==> config.mk <==
export PLATFORM = sky130hd
export DESIGN_NAME = conv_window_ctrl
export DESIGN_NICKNAME = d
export VERILOG_FILES = /design/src/rtl/conv_window_ctrl.sv
export SDC_FILE = /design/constraint.sdc
export NUM_CORES = 1
export LEC_CHECK = 0
export BUFFER_PORTS_ARGS = -buffer_cell sky130_fd_sc_hd__clkbuf_2
export CORE_ASPECT_RATIO = 1.5
export CORE_MARGIN = 3
export CORE_UTILIZATION = 23
export CTS_CLUSTER_DIAMETER = 120
export DETAILED_ROUTE_END_ITERATION = 10
export GPL_TIMING_DRIVEN = 1
export HOLD_SLACK_MARGIN = 0.05
export PLACE_DENSITY = 0.49
export SLEW_MARGIN = 0
export SYNTH_ARGS = -nofsm -noshare
export SYNTH_HDL_FRONTEND = slang
export SYNTH_SLANG_ARGS = --single-unit
==> constraint.sdc <==
create_clock -name clk -period 3.2 [get_ports clk]
set_clock_uncertainty 0.15 [all_clocks]
set_input_delay 0.64 -clock clk [delete_from_list [all_inputs] [get_ports clk]]
set_output_delay 0.64 -clock clk [all_outputs]
set_load 0.1 [all_outputs]
==> src/rtl/conv_window_ctrl.sv <==
// Raster-scan frame sequencer for the line-buffer window: flags stride-aligned full KxK windows and output-map coordinates.
// One cycle from a sampled valid_in to win_valid/out_row/out_col; no backpressure, counters advance only on valid_in.
module conv_window_ctrl #(
    parameter int IMAGE_WIDTH  = 220,
    parameter int IMAGE_HEIGHT = 220,
    parameter int KERNEL       = 3,
    parameter int STRIDE       = 1,
    parameter int CNT_WIDTH    = 8
) (
    input  logic                 clk,
    input  logic                 reset,
    input  logic                 start,
    input  logic                 valid_in,
    output logic                 busy,
    output logic                 win_valid,
    output logic [CNT_WIDTH-1:0] out_row,
    output logic [CNT_WIDTH-1:0] out_col,
    output logic                 frame_done
);

    localparam logic [CNT_WIDTH-1:0] LAST_COL  = CNT_WIDTH'(IMAGE_WIDTH - 1);
    localparam logic [CNT_WIDTH-1:0] LAST_ROW  = CNT_WIDTH'(IMAGE_HEIGHT - 1);
    localparam logic [CNT_WIDTH-1:0] KM1       = CNT_WIDTH'(KERNEL - 1);
    localparam logic [CNT_WIDTH-1:0] FILL_LAST = CNT_WIDTH'((KERNEL > 1) ? KERNEL - 2 : 0);
    localparam logic [CNT_WIDTH-1:0] ONE       = CNT_WIDTH'(1);
    localparam logic [2:0]           PH_LAST   = 3'(STRIDE - 1);

    typedef enum logic [1:0] {IDLE, FILL, RUN, DONE} state_t;

    state_t               state, next_state;
    logic [CNT_WIDTH-1:0] row, col, orow, ocol;
    logic [2:0]           row_ph, col_ph;
    logic                 accept, wrap, last_pix, issue;

    assign accept   = valid_in && (state == FILL || state == RUN);
    assign wrap     = accept && (col == LAST_COL);
    assign last_pix = (state == RUN) && wrap && (row == LAST_ROW);
    assign issue    = (state == RUN) && valid_in && (row >= KM1) && (col >= KM1)
                      && (row_ph == 3'd0) && (col_ph == 3'd0);

    always_ff @(posedge clk) begin
        if (reset) state <= IDLE;
        else       state <= next_state;
    end

    always_comb begin
        next_state = state;
        case (state)
            IDLE: if (start) next_state = (KERNEL == 1) ? RUN : FILL;
            FILL: if (wrap && row == FILL_LAST) next_state = RUN;
            RUN:  if (last_pix) next_state = DONE;
            DONE: next_state = IDLE;
            default: next_state = IDLE;
        endcase
    end

    always_ff @(posedge clk) begin
        if (reset) begin
            row        <= '0;
            col        <= '0;
            orow       <= '0;
            ocol       <= '0;
            row_ph     <= '0;
            col_ph     <= '0;
            win_valid  <= 1'b0;
            out_row    <= '0;
            out_col    <= '0;
            busy       <= 1'b0;
            frame_done <= 1'b0;
        end else begin
            win_valid  <= issue;
            busy       <= (next_state != IDLE);
            frame_done <= (next_state == DONE);
            if (issue) begin
                out_row <= orow;
                out_col <= ocol;
            end
            // Counters are cleared on the final pixel so the next frame starts from the origin.
            if (state == IDLE || state == DONE || last_pix) begin
                row    <= '0;
                col    <= '0;
                orow   <= '0;
                ocol   <= '0;
                row_ph <= '0;
                col_ph <= '0;
            end else if (accept) begin
                if (wrap) begin
                    col    <= '0;
                    col_ph <= '0;
                    ocol   <= '0;
                    row    <= row + ONE;
                    if (row >= KM1) begin
                        row_ph <= (row_ph == PH_LAST) ? 3'd0 : row_ph + 3'd1;
                        if (row_ph == 3'd0) orow <= orow + ONE;
                    end
                end else begin
                    col <= col + ONE;
                    if (col >= KM1) col_ph <= (col_ph == PH_LAST) ? 3'd0 : col_ph + 3'd1;
                    if (issue) ocol <= ocol + ONE;
                end
            end
        end
    end

endmodule
# After elaboration in Yosys (flattened, before gate mapping)
# Cells that the tools add are included.
dict set report word_totals {
  regBits 59
  out_inout_bits 19
  romBits 0
  ram_bits 0
  elab_cells 63
  latch_bits 0
  n_memories 0
  inputBits 4
}
dict set report op_classes {
  multipliers 0
  n_shift 0
  n_bitwise 0
  add_sub_neg 6
  n_mux 11
  n_eq_ne 7
  order_cmp 2
  n_div 0
  reduce_logical 25
}
# op count
set op_table {}
lappend op_table {{8-bit by 1-bit adder with 8-bit output (second input constant)} 4}
lappend op_table {{8-bit two-way mux} 3}
lappend op_table {{8-bit == test (second input constant)} 2}
lappend op_table {{8-bit by 2-bit greater-or-equal comparator with 1-bit output (second input constant)} 2}
lappend op_table {{3-bit two-way mux} 4}
lappend op_table {{1-bit logical AND} 10}
lappend op_table {{8-bit by 1-bit == test with 1-bit output (second input constant)} 1}
lappend op_table {{2-bit one-hot mux with 4 select lines} 1}
lappend op_table {{3-bit by 1-bit adder with 3-bit output (second input constant)} 2}
lappend op_table {{2-bit == test (second input constant)} 3}
lappend op_table {{3-bit logical NOT} 2}
lappend op_table {{2-bit two-way mux} 3}
lappend op_table {{2-bit AND reduction} 3}
lappend op_table {{2-bit nonzero test} 3}
lappend op_table {{4-bit AND reduction} 1}
lappend op_table {{1-bit logical OR} 3}
lappend op_table {{3-bit AND reduction} 1}
lappend op_table {{2-bit by 1-bit == test with 1-bit output (second input constant)} 1}
lappend op_table {{2-bit logical NOT} 1}
lappend op_table {{2-bit OR reduction} 1}

# Depth between registers and ports, before layout
dict set report depth {
  word_depth 9
  depth_mapped 9
  depth_no_buf 7
}

# Worst setup path before layout
# No wires, ideal clock.
dict set report synth_path {
  path_type {register to register}
  from {register state[0]}
  to {register orow[6]}
  setup_ns 0.128
  t_arrival_ns 2.165
  path_stages_with_launch 9
  path_slack_ns 0.757
  period_less_slack_ns 2.443
  n_path_buf 1
  t_required_ns 2.922
  path_cell_list {dfxtp_1 inv_1 ha_1 nand3_2 or4_1 buf_2 or4_4 xor2_1 nor2_1}
}
dict set report synth_via {
  elab_chain_cells 8
  elab_cells_between_ends 13
  classes_between {eq/ne (3); reduce/logical (10)}
}
# element line_no
set synth_lines {}
lappend synth_lines {{from (decl)} 30} ;# state_t state, next_state;
lappend synth_lines {{from (signal assigned)} 43} ;# else state <= next_state;
lappend synth_lines {{2-bit by 1-bit == test with 1-bit output / 2-bit == test (equally long branches)} {35, 37}}
lappend synth_lines {{1-bit logical OR} 35} ;# assign accept = valid_in && (state == FILL || state == RUN);
lappend synth_lines {{1-bit logical AND} 35}
lappend synth_lines {{1-bit logical AND} 36} ;# assign wrap = accept && (col == LAST_COL);
lappend synth_lines {{1-bit logical AND (2 in a row)} 37} ;# assign last_pix = (state == RUN) && wrap && (row == LAST_ROW);
lappend synth_lines {{1-bit logical OR} 79} ;# if (state == IDLE || state == DONE || last_pix) begin
lappend synth_lines {{2-bit OR reduction (no source line)} n/a}
lappend synth_lines {{to (signal assigned)} 94} ;# if (row_ph == 3'd0) orow <= orow + ONE;
lappend synth_lines {{to (decl)} 31} ;# logic [CNT_WIDTH-1:0] row, col, orow, ocol;
# Parallel ways exist; a longest one is shown, timed or not.
# A chain may end at the register's enable or synchronous reset.

# Worst setup path after layout
# Ends and elaborated chain as after synthesis.

==> results by group <==
Logic synthesis
  – Most common flop cell mapped by yosys: dfxtp_1
  – Synth Instances: 320
  – Avg Inst Size Synth: approximately 8.5 um2
  – Post-synthesis sequential area ratio: 43.38%
  – Ys async rst share: 0%
  – Top cells by area, synth: dfxtp_1 43%, ha_1 6.9%, nor2_1 5.4%, a21oi_1 5.3%, xnor2_1 4.5%
  – FF+latch count, synth: 59
  – Area leader, netlist: dfxtp_1
  – Synthesized area: 0.002723 mm2
  – Yosys top cell area share: 43.38%
  – Most instantiated cells after synthesis: 59 x dfxtp_1, 39 x nor2_1, 32 x nand2_1
  – Yosys cell types: 38
  – Warnings from Yosys: 0
  – Post-synth EDFFs: 0
  – Most frequent cell after synthesis: dfxtp_1
  – Syn nets: 339

Drt
  – Top sig layer: met4
  – First-iteration detailed-routing DRC count: 59
  – Vias per cell: 4.540
  – DRC: 0
  – DR WL/cell: 11.73 um
  – WL met2: around 2800 um
  – Routed wire length: just under 6000 um
  – Vias: 2,288
  – Met3 Wirelength: 210 um
  – Final antenna-violating net count: 0
  – DRT met1 WL: 2720 um
  – Drt first pass iters: 6

Clock tree
  – Post-CTS setup buffers: 0
  – CTS Buf Count: 9
  – Clock root buffer: clkbuf_16
  – H-tree Lvls: 3
  – Sink Count: 59
  – Post-CTS resize count: 0
  – Hold_buf cts: 0
  – Worst skew pair latency: 0.32 ns
  – TritonCTS clock tree: yes
  – Clk buf depth: 2
  – Worst-path clk slew: 0.05 ns

Power and ir drop
  – Cell Pwr Density: around 500 mW/mm2
  – Clk pwr share: about 53%
  – Reg power frac: around 45%
  – Logic pwr share: about 2.4%
  – P_leak: about 1.1 nW
  – Switching portion of total power: around a fifth
  – VDD IR max: 0.2271 mV
  – Internal: 1.327 mW
  – NetSw: between 0.3 and 0.4 mW

Critical path
  – FF-to-FF End: orow[6]$_SDFFE_PP0P_
  – Peak fanout along the critical path: 6
  – Req. time, crit path: 3.26 ns
  – R2R cell count: 7
  – Ordered list of cells on the worst path: inv_1 > ha_1 > nand3_2 > or4_1 > or4_4 > xor2_1 > nor2_1
  – R2R Path Start: state[0]$_SDFF_PP0_
  – Slowest Stage Delay on Critical Path: ~0.62 ns
  – CP Launch Type: register
  – Worst setup startpoint: state[0]$_SDFF_PP0_
  – Crit path capture type: register
  – R2R setup slack: 0.58 ns
  – Worst EP arrival: between 2 and 3 ns
  – Slowest-stage cell, CP: or4_1
  – WS Path Type: reg -> reg

Die
  – Die Y: 139.3 um
  – Die footprint: 0.01321 mm2
  – Io pins: 23
  – Initial Util: 23.61%
  – Width of the die: around 95 um
  – Core box area: 0.01153 mm2
  – Rows: 48

Place
  – IO buf count: 22
  – Final HPWL DP: around 4400 um
  – Gpl congestion: between 0.7 and 0.8

STA
  – Slew headroom: around 56%
  – Hold Fails Final Rpt: 0
  – Number of setup violations in the final report: 0
  – Final Critical Period: 2.622 ns
  – Fin. max-slew vios: 0
  – Fmax: ~380 MHz
  – Unrepaired setup endpoints after global routing: false
  – Setup TNS: 0 ns
  – Actual slew at the worst max-slew pin: around 0.64 ns
  – Tcrit/Tclk final: around 82%
  – Hold Slack: 0.3020 ns

Hold path
  – Hold path cells: 2
  – Worst min-delay path category: reg -> reg
  – Hold Path End: out_row[1]$_SDFFE_PP0P_
  – Start point of the worst min-delay path: out_row[1]$_SDFFE_PP0P_

Finish
  – Nets: 369
  – Ant diodes: 0
  – Filler Cells Inserted: 1,257
  – Synth-to-Final Area Change: 21.78%
  – Share of layout cells above drive strength 1: between 10% and 20%
  – Final core utilization: 28.75%

GRT
  – Vias in the first global route: 2,190
  – Largest net degree at the start of global routing: 23
  – First-pass GRT wire length: 10,190 um
  – GRT Overall Usage: 9.823%
  – GRT Residual Overflow: 0
  – Antenna violations before repair: 0

Flow run
  – Max-Cap Viols: 0

Status
  – Outcome: finished clean
[placed cells by master (no fill, tap or decap), types with 3 or more instances in the layout]
cell / n
dfxtp_1: 59
nor2_1: 39
nand2_1: 32
a21oi_1: 29
clkbuf_2: 22
nand3_1: 20
ha_1: 15
xnor2_1: 14
inv_1: 12
o21ai_0: 11
nand4_1: 10
xor2_1: 9
clkbuf_16: 9
buf_4: 9
nor3_1: 8
or4_1: 6
nor4_1: 6
or3_1: 6
mux2i_1: 4
nor2b_1: 3
clkbuf_8: 3
[worst max path at each step]
stage	cells after the start	end	slack, ns
floorplan	8	orow[6]$_SDFFE_PP0P_	0.76
global placement	7	orow[6]$_SDFFE_PP0P_	0.65
CTS	7	orow[6]$_SDFFE_PP0P_	0.58
finish	7	orow[6]$_SDFFE_PP0P_	0.58
detailed placement	7	orow[6]$_SDFFE_PP0P_	0.59
global route	7	ocol[6]$_SDFFE_PP0P_	0.42
[sequential cells by signal (all words and copies together) (netlist names)]
signal,flops
busy,1
col,8
col_ph,3
frame_done,1
ocol,8
orow,8
out_col,8
out_row,8
row,8
row_ph,3
state,2
win_valid,1
[cell families after synthesis]
logic type | count (synthesis) | share of synthesized area (%)
compound gates | 53 | 11.26
xor+xnor | 23 | 7.399
fa+ha+maj | 15 | 6.893
buf+inv | 24 | 3.584
flops | 59 | 43.38
mux | 4 | 1.471
simple gates | 142 | 26.01
[layer usage]
metal,track usage (%),vias to the layer above
li1,-,1180
met5,0,-
met2,15.87,47
met1,11.62,1047
met3,1.893,14
met4,6.388,0
[critical path: cells and delay by family (launching register included)]
kind / cells / cell delay (ns)
and+or+nand+nor: 4 / 1.39
DFF: 1 / 0.38
xor gates and xnor gates: 1 / 0.14
adders and majority gates: 1 / 0.35
buffers and inverters: 1 / 0.10
[area by class of cell]
class	count	area (um2)	share of cell area [%]
clock buffers	13	270.3	8.151
clock inverters	2	10.01	0.3019
inverters	12	45.04	1.358
multi-input cells	237	1444	43.55
flip-flops and latches	59	1181	35.62
well taps	150	187.7	5.660
repair buffers	31	177.7	5.358
[power groups by stage]
| stage | combinational (mW) | clock (mW) | sequential (mW) |
|---|---|---|---|
| detailed placement | 0.0411 | 0 | 0.755 |
| global placement | 0.0403 | 0 | 0.755 |
| finish | 0.0401 | 0.882 | 0.741 |
| CTS | 0.0412 | 0.911 | 0.740 |
| global route | 0.0447 | 0.942 | 0.739 |
| floorplan | 0.0204 | 0 | 0.762 |
[stage by stage]
| step | total power [mW] | area (um2) | worst slack (ns) | cells |
|---|---|---|---|---|
| 2_1_floorplan | 0.7824 | 2723 | 0.7572 | 320 |
| 3_3_place_gp | 0.7951 | 3035 | 0.6484 | 489 |
| 3_5_place_dp | 0.7961 | 3035 | 0.5872 | 489 |
| 4_1_cts | 1.692 | 3316 | 0.5819 | 504 |
| 5_1_grt | 1.726 | 3316 | 0.4178 | 504 |
| 6_report | 1.663 | 3316 | 0.5775 | 504 |
Note: power is estimated with default switching activity, not from simulation.
